--- src/rtl/colour_bbox_tracker_if.sv ---
// colour_bbox_tracker_if: Avalon-MM slave, Avalon-ST sink/source and mode bundle for colour_bbox_tracker
interface colour_bbox_tracker_if #(
    parameter int ADDR_W = 6
);
    logic              s_chipselect;
    logic              s_read;
    logic              s_write;
    logic [ADDR_W-1:0] s_address;
    logic [31:0]       s_writedata;
    logic [31:0]       s_readdata;
    logic [23:0]       sink_data;
    logic              sink_valid;
    logic              sink_sop;
    logic              sink_eop;
    logic              sink_ready;
    logic [23:0]       source_data;
    logic              source_valid;
    logic              source_sop;
    logic              source_eop;
    logic              source_ready;
    logic              mode;

    modport slave (
        input  s_chipselect, s_read, s_write, s_address, s_writedata,
        input  sink_data, sink_valid, sink_sop, sink_eop, source_ready, mode,
        output s_readdata, sink_ready, source_data, source_valid, source_sop, source_eop
    );

    modport master (
        output s_chipselect, s_read, s_write, s_address, s_writedata,
        output sink_data, sink_valid, sink_sop, sink_eop, source_ready, mode,
        input  s_readdata, sink_ready, source_data, source_valid, source_sop, source_eop
    );
endinterface

--- src/rtl/colour_bbox_tracker.sv ---
// colour_bbox_tracker: per-colour RGB threshold bounding-box and pixel-count tracker
// sitting inline on an Avalon-ST video stream, results published over Avalon-MM.
module colour_bbox_tracker #(
    parameter int IMAGE_W     = 640,
    parameter int IMAGE_H     = 480,
    parameter int NUM_COLOURS = 4,
    parameter int ADDR_W      = 6
) (
    input logic                  clk,
    input logic                  reset,
    colour_bbox_tracker_if.slave bus
);
    localparam int CW = NUM_COLOURS > 1 ? $clog2(NUM_COLOURS) : 1;

    typedef enum logic [1:0] {S_HDR, S_VID, S_SKIP} pkt_t;
    pkt_t state, state_nx;

    logic [23:0] lo [NUM_COLOURS];
    logic [23:0] hi [NUM_COLOURS];
    logic [23:0] ovl [NUM_COLOURS];
    logic [NUM_COLOURS-1:0] en, found, hit;
    logic [15:0] acc_xmin [NUM_COLOURS], acc_xmax [NUM_COLOURS], acc_ymin [NUM_COLOURS], acc_ymax [NUM_COLOURS];
    logic [15:0] nx_xmin [NUM_COLOURS], nx_xmax [NUM_COLOURS], nx_ymin [NUM_COLOURS], nx_ymax [NUM_COLOURS];
    logic [15:0] res_xmin [NUM_COLOURS], res_xmax [NUM_COLOURS], res_ymin [NUM_COLOURS], res_ymax [NUM_COLOURS];
    logic [31:0] acc_cnt [NUM_COLOURS], nx_cnt [NUM_COLOURS], res_cnt [NUM_COLOURS];
    logic [CW-1:0] ch;
    logic [2:0] rsel;
    logic ch_ok, wr, accept, vid_sop, pixel, tracked, latch;
    logic [15:0] x, y;
    logic [23:0] pix_out;
    logic [31:0] rd;
    logic unused_wdata;

    assign ch           = bus.s_address[3 +: CW];
    assign rsel         = bus.s_address[2:0];
    assign ch_ok        = 32'(bus.s_address[ADDR_W-1:3]) < 32'(NUM_COLOURS);
    assign wr           = bus.s_chipselect && bus.s_write && ch_ok;
    assign unused_wdata = ^bus.s_writedata[31:24];

    assign bus.sink_ready = !bus.source_valid || bus.source_ready;
    assign accept         = bus.sink_valid && bus.sink_ready;
    assign vid_sop        = accept && bus.sink_sop && bus.sink_data[3:0] == 4'd0;
    assign pixel          = accept && !bus.sink_sop && state == S_VID;
    assign tracked        = pixel && y < 16'(IMAGE_H);
    assign latch          = pixel && bus.sink_eop;

    always_ff @(posedge clk or posedge reset)
        if (reset) state <= S_HDR;
        else state <= state_nx;

    always_comb begin
        state_nx = state;
        if (accept && bus.sink_sop)
            state_nx = bus.sink_eop ? S_HDR : bus.sink_data[3:0] == 4'd0 ? S_VID : S_SKIP;
        else if (accept && bus.sink_eop)
            state_nx = S_HDR;
    end

    // Walk channels high to low so the lowest-index match owns the overlay colour.
    always_comb begin
        hit = '0;
        pix_out = bus.sink_data;
        for (int i = NUM_COLOURS - 1; i >= 0; i--) begin
            hit[i] = tracked && en[i];
            for (int k = 0; k < 3; k++)
                if (bus.sink_data[8*k +: 8] < lo[i][8*k +: 8] || bus.sink_data[8*k +: 8] > hi[i][8*k +: 8])
                    hit[i] = 1'b0;
            nx_xmin[i] = hit[i] && x < acc_xmin[i] ? x : acc_xmin[i];
            nx_xmax[i] = hit[i] && x > acc_xmax[i] ? x : acc_xmax[i];
            nx_ymin[i] = hit[i] && y < acc_ymin[i] ? y : acc_ymin[i];
            nx_ymax[i] = hit[i] && y > acc_ymax[i] ? y : acc_ymax[i];
            nx_cnt[i]  = hit[i] && acc_cnt[i] != '1 ? acc_cnt[i] + 32'd1 : acc_cnt[i];
            if (hit[i] && bus.mode) pix_out = ovl[i];
        end
    end

    always_ff @(posedge clk or posedge reset)
        if (reset) begin
            x <= '0;
            y <= '0;
        end else if (vid_sop) begin
            x <= '0;
            y <= '0;
        end else if (pixel) begin
            x <= x == 16'(IMAGE_W - 1) ? '0 : x + 16'd1;
            if (x == 16'(IMAGE_W - 1) && y != 16'(IMAGE_H)) y <= y + 16'd1;
        end

    always_ff @(posedge clk or posedge reset)
        if (reset) begin
            for (int i = 0; i < NUM_COLOURS; i++) begin
                lo[i]  <= '1;
                hi[i]  <= '0;
                ovl[i] <= '0;
            end
            en <= '0;
        end else if (wr)
            case (rsel)
                3'd0: lo[ch] <= bus.s_writedata[23:0];
                3'd1: hi[ch] <= bus.s_writedata[23:0];
                3'd5: en[ch] <= bus.s_writedata[0];
                3'd6: ovl[ch] <= bus.s_writedata[23:0];
                default: ;
            endcase

    always_comb begin
        rd = '0;
        if (ch_ok)
            case (rsel)
                3'd0: rd = {8'd0, lo[ch]};
                3'd1: rd = {8'd0, hi[ch]};
                3'd2: rd = {res_xmax[ch], res_xmin[ch]};
                3'd3: rd = {res_ymax[ch], res_ymin[ch]};
                3'd4: rd = res_cnt[ch];
                3'd5: rd = {30'd0, found[ch], en[ch]};
                3'd6: rd = {8'd0, ovl[ch]};
                default: rd = '0;
            endcase
    end

    always_ff @(posedge clk or posedge reset)
        if (reset) bus.s_readdata <= '0;
        else if (bus.s_chipselect && bus.s_read) bus.s_readdata <= rd;

    // The eop pixel is folded in through nx_* before the copy to the result registers.
    always_ff @(posedge clk or posedge reset)
        if (reset) begin
            for (int i = 0; i < NUM_COLOURS; i++) begin
                acc_xmin[i] <= '1;
                acc_ymin[i] <= '1;
                acc_xmax[i] <= '0;
                acc_ymax[i] <= '0;
                acc_cnt[i]  <= '0;
                res_xmin[i] <= '1;
                res_ymin[i] <= '1;
                res_xmax[i] <= '0;
                res_ymax[i] <= '0;
                res_cnt[i]  <= '0;
            end
            found <= '0;
        end else
            for (int i = 0; i < NUM_COLOURS; i++)
                if (latch) begin
                    res_xmin[i] <= nx_xmin[i];
                    res_xmax[i] <= nx_xmax[i];
                    res_ymin[i] <= nx_ymin[i];
                    res_ymax[i] <= nx_ymax[i];
                    res_cnt[i]  <= nx_cnt[i];
                    found[i]    <= nx_cnt[i] != 32'd0;
                    acc_xmin[i] <= '1;
                    acc_ymin[i] <= '1;
                    acc_xmax[i] <= '0;
                    acc_ymax[i] <= '0;
                    acc_cnt[i]  <= '0;
                end else begin
                    acc_xmin[i] <= nx_xmin[i];
                    acc_xmax[i] <= nx_xmax[i];
                    acc_ymin[i] <= nx_ymin[i];
                    acc_ymax[i] <= nx_ymax[i];
                    acc_cnt[i]  <= nx_cnt[i];
                end

    always_ff @(posedge clk or posedge reset)
        if (reset) begin
            bus.source_valid <= 1'b0;
            bus.source_data  <= '0;
            bus.source_sop   <= 1'b0;
            bus.source_eop   <= 1'b0;
        end else if (accept) begin
            bus.source_valid <= 1'b1;
            bus.source_data  <= pix_out;
            bus.source_sop   <= bus.sink_sop;
            bus.source_eop   <= bus.sink_eop;
        end else if (bus.source_ready)
            bus.source_valid <= 1'b0;
endmodule

--- src/flat_wrapper.sv ---
// flat-port wrapper written by rule: the top's interface ports become plain ports
module colour_bbox_tracker_flat 
#(
    parameter int IMAGE_W     = 640,
    parameter int IMAGE_H     = 480,
    parameter int NUM_COLOURS = 4,
    parameter int ADDR_W      = 6
)
  (clk, reset, bus_s_chipselect, bus_s_read, bus_s_write, bus_s_address, bus_s_writedata, bus_sink_data, bus_sink_valid, bus_sink_sop, bus_sink_eop, bus_source_ready, bus_mode, bus_s_readdata, bus_sink_ready, bus_source_data, bus_source_valid, bus_source_sop, bus_source_eop);
  colour_bbox_tracker_if #(.ADDR_W(ADDR_W)) bus_i ();
  input logic clk;
  input logic reset;
  input wire logic [$bits(bus_i.s_chipselect)-1:0] bus_s_chipselect;
  input wire logic [$bits(bus_i.s_read)-1:0] bus_s_read;
  input wire logic [$bits(bus_i.s_write)-1:0] bus_s_write;
  input wire logic [$bits(bus_i.s_address)-1:0] bus_s_address;
  input wire logic [$bits(bus_i.s_writedata)-1:0] bus_s_writedata;
  input wire logic [$bits(bus_i.sink_data)-1:0] bus_sink_data;
  input wire logic [$bits(bus_i.sink_valid)-1:0] bus_sink_valid;
  input wire logic [$bits(bus_i.sink_sop)-1:0] bus_sink_sop;
  input wire logic [$bits(bus_i.sink_eop)-1:0] bus_sink_eop;
  input wire logic [$bits(bus_i.source_ready)-1:0] bus_source_ready;
  input wire logic [$bits(bus_i.mode)-1:0] bus_mode;
  output wire logic [$bits(bus_i.s_readdata)-1:0] bus_s_readdata;
  output wire logic [$bits(bus_i.sink_ready)-1:0] bus_sink_ready;
  output wire logic [$bits(bus_i.source_data)-1:0] bus_source_data;
  output wire logic [$bits(bus_i.source_valid)-1:0] bus_source_valid;
  output wire logic [$bits(bus_i.source_sop)-1:0] bus_source_sop;
  output wire logic [$bits(bus_i.source_eop)-1:0] bus_source_eop;
  assign bus_i.s_chipselect = bus_s_chipselect;
  assign bus_i.s_read = bus_s_read;
  assign bus_i.s_write = bus_s_write;
  assign bus_i.s_address = bus_s_address;
  assign bus_i.s_writedata = bus_s_writedata;
  assign bus_i.sink_data = bus_sink_data;
  assign bus_i.sink_valid = bus_sink_valid;
  assign bus_i.sink_sop = bus_sink_sop;
  assign bus_i.sink_eop = bus_sink_eop;
  assign bus_i.source_ready = bus_source_ready;
  assign bus_i.mode = bus_mode;
  assign bus_s_readdata = bus_i.s_readdata;
  assign bus_sink_ready = bus_i.sink_ready;
  assign bus_source_data = bus_i.source_data;
  assign bus_source_valid = bus_i.source_valid;
  assign bus_source_sop = bus_i.source_sop;
  assign bus_source_eop = bus_i.source_eop;
  colour_bbox_tracker #(.IMAGE_W(IMAGE_W), .IMAGE_H(IMAGE_H), .NUM_COLOURS(NUM_COLOURS), .ADDR_W(ADDR_W)) u_core (.clk(clk), .reset(reset), .bus(bus_i));
endmodule
--- config.mk ---
export PLATFORM = sky130hd
export DESIGN_NAME = colour_bbox_tracker_flat
export DESIGN_NICKNAME = d
export VERILOG_FILES = /design/src/rtl/colour_bbox_tracker_if.sv /design/src/rtl/colour_bbox_tracker.sv /design/src/flat_wrapper.sv
export SDC_FILE = /design/constraint.sdc
export NUM_CORES = 2
export LEC_CHECK = 0
export ABC_CLOCK_PERIOD_IN_PS = 94300
export CORE_AREA = 2 2 338 340
export CTS_CLUSTER_DIAMETER = 30
export CTS_CLUSTER_SIZE = 14
export DETAILED_ROUTE_END_ITERATION = 12
export DIE_AREA = 0 0 340 342
export PLACE_DENSITY_LB_ADDON = 0.2
export SYNTH_ARGS = -nofsm -noshare
export SYNTH_HDL_FRONTEND = slang
export SYNTH_SLANG_ARGS = --single-unit
export TNS_END_PERCENT = 30
--- constraint.sdc ---
create_clock -name clk -period 94.3 [get_ports clk]
set_input_delay 18.86 -clock clk [delete_from_list [all_inputs] [get_ports clk]]
set_output_delay 18.86 -clock clk [all_outputs]
set_load 0.01 [all_outputs]
==> reports/results.ini <==
[yosys]
synth_area_mm2=0.06378
yosysTopAreaCell=dfrtp_1
ys_seq_area_frac=0.4608
ys_warn_count=0
synth_top_area_share=0.3158
postSynthCellCount=6175
synth.mux.area_fraction=0.1479
syn_avg_cell_area_um2=10.33
synth_compound_area_frac=0.09859
synth_common_cells=dfrtp_1, nand2_1, nor2_1, inv_1, ha_1
synthXorXnorAreaFrac=0.02499
synth.most_common_cell=dfrtp_1
synthFlopType=dfrtp_1
synth-edff-count=0
yosys-top-cells-area=dfrtp_1, dfstp_2, ha_1
synth-seq-cells=1157
synth.distinct_cells=88
synthSimpleGateAreaFrac=0.1333
syn_nets=6682
synth_adder_area_share=0.08533
synth_top_family_by_area=multiplexers
async_flop_share=1.000

[drt]
ant_nets=0
drtIter0Drc=4599
drc=0
via_count=49100
first_pass_iters=6
avgViaCountPerCell=6.117
avgRoutedWirePerCell_um=24.12
wirelength_um=193600

[sta]
fmax_mhz=25.70
period_needed_ns=38.91
setup_viol=0
hold_viol=0
tightest_slew_ns=1.430
post-route-period-util=0.4126
finalMaxSlewViolations=0
tns_ns=0
rsz0062_at_grt=false
maxSlewHeadroom=0.03770
fin_skew_ns=0.05089

[worst_setup_path]
rr_endpoint=u_core.res_xmax[21]
arrival_ns=20.05
critPathKind=input port to primary output
start_kind=input port
cp-end-kind=primary output
reg2reg_depth=9
r2r_slack_ns=88.88
timing.rr.start=u_core.y[13]
critPathMaxFanout=5
worstPathRequired_ns=75.44

[clock_tree]
postCtsSetupBuffers=0
cts.sinks=1157
cts_resized=0
ctsHoldBuffers=0
cts_max_level=5
tritoncts=built
insertion_delay_ns=0.89
cts_buffers=279
cts_buffer_depth=4
clkSlewWorstSetupHoldPaths_ns=0.04
cts_root_buffer=clkbuf_16

[grt]
overflow=0
grt_pass1_vias=49010
track_usage=0.3342
grt_max_degree=274
antenna_found_initial=9
grt_first_pass_wirelength_um=295600

[pwr]
p_per_area_mw_per_mm2=21.90
leakagePower_nw=35.23
ir_worst_vdd_mv=0.02149

[finish]
fill_cells=8294
area_delta_synth_final_pct=19.01
final_nets=6818
fin_cells=8026
drive_gt1_frac=0.2113

[floorplan]
initial_core_util=0.5639
die-area_mm2=0.1163
die_h_um=342
io_pins=132
fp.dieW_um=340
core_area_mm2=0.1131
std_cell_rows=124

[placed_design]
dp_hpwl_um=132100
port_buffers=123
place_inst=7542
place.gp.congestion=0.9626

[run]
cap_viol_max_count=0

[min_path]
hold_start=u_core.res_ymax[26]
holdPathStages=2
hold_path_end=u_core.res_ymax[26]
hp-class=flop to flop

[status]
status=complete, no violations

worst max-delay path, cell delays in order:
cell and delay [ns]:
clkdlybuf4s50_1 0.44, nand2b_1 0.18, clkdlybuf4s50_1 0.57
placed cells by master (no fill, tap or decap), types with 66 or more instances in the layout:
| cell type | netlist | layout |
|---|---|---|
| a21o_1 | 66 | 66 |
| dfrtp_1 | 805 | 805 |
| nand4_1 | 127 | 127 |
| nand3_1 | 122 | 121 |
| clkbuf_16 | 0 | 285 |
| dfstp_2 | 352 | 352 |
| nand2_1 | 725 | 722 |
| o21ai_0 | 397 | 397 |
| buf_4 | 1 | 97 |
| mux2_2 | 233 | 233 |
| xnor2_1 | 99 | 99 |
| nor3_1 | 79 | 78 |
| nor2_1 | 460 | 457 |
| clkdlybuf4s50_1 | 0 | 118 |
| xor2_1 | 83 | 83 |
| inv_1 | 456 | 455 |
| a21oi_1 | 272 | 272 |
| ha_1 | 435 | 435 |
| mux4_2 | 186 | 186 |
| mux2i_1 | 261 | 261 |
cell type report:
| cell class | count | area (µm²) | area share |
|---|---|---|---|
| Timing Repair Buffer | 222 | 2008 | 0.02646 |
| Multi-Input combinational cell | 4195 | 31350 | 0.4130 |
| Sequential cell | 1157 | 29390 | 0.3872 |
| Tap cell | 1512 | 1892 | 0.02492 |
| Antenna cell | 1 | 2.502 | 0.00003297 |
| Inverter | 456 | 1719 | 0.02265 |
| Clock buffer | 353 | 7707 | 0.1015 |
| Clock inverter | 130 | 1833 | 0.02415 |
worst max path at each step:
stage,start,end,depth (start not counted)
floorplan,reset,u_core.acc_cnt[0],1
global placement,bus_source_ready,bus_sink_ready,3
CTS,bus_source_ready,bus_sink_ready,3
finish,bus_source_ready,bus_sink_ready,3
global route,bus_source_ready,bus_sink_ready,3
detailed placement,bus_source_ready,bus_sink_ready,3
metal layers:
layer	track usage	share of wire
met5	0	0.00010
met2	0.5081	0.45
met1	0.4565	0.42
met3	0.07257	0.083
met4	0.1649	0.050
kinds of logic after synthesis:
group,after synthesis
buffers and inverters,823
adder cells (fa/ha/maj),435
AO/OA/AOI/OAI,1067
multiplexers,681
flip-flops,1157
XOR/XNOR,182
AND/OR/NAND/NOR,1830
where the power goes:
| part | switching (mW) | internal (mW) | leakage (nW) |
|---|---|---|---|
| Clock | 0.297 | 0.681 | 4.63 |
| Combinational | 0.0812 | 0.0563 | 16.2 |
| Sequential | 0.0177 | 0.529 | 14.4 |
| Total | 0.396 | 1.27 | 35.2 |
state kept, by name, indices dropped and copies added, names as in the netlist, 2 cells and up:
| name | flops |
|---|---|
| u_core.state | 2 |
| u_core.acc_xmax | 64 |
| u_core.res_xmax | 64 |
| u_core.found | 4 |
| u_core.res_cnt | 128 |
| u_core.res_xmin | 64 |
| u_core.acc_ymin | 64 |
| u_core.acc_xmin | 64 |
| u_core.acc_ymax | 64 |
| u_core.bus.source_data | 24 |
| u_core.lo | 96 |
| u_core.y | 16 |
| u_core.res_ymax | 64 |
| u_core.en | 4 |
| u_core.bus.s_readdata | 32 |
| u_core.ovl | 96 |
| u_core.hi | 96 |
| u_core.x | 16 |
| u_core.res_ymin | 64 |
| u_core.acc_cnt | 128 |
through the flow:
stage               utilization  instance area [µm²]  power (mW)  hold slack (ns)  setup slack, ns
global placement         0.5868                66360      0.6829           0.4459            55.40
finish                   0.6711                75910       1.662           0.4565            55.39
detailed placement       0.5868                66360      0.6876           0.4508            55.39
CTS                      0.6711                75900       1.667           0.4594            55.38
global route             0.6711                75900       1.714           0.4810            55.30
floorplan                     -                63780      0.6378           0.4334            43.44
No activity file was read; power rests on OpenSTA's default activity.
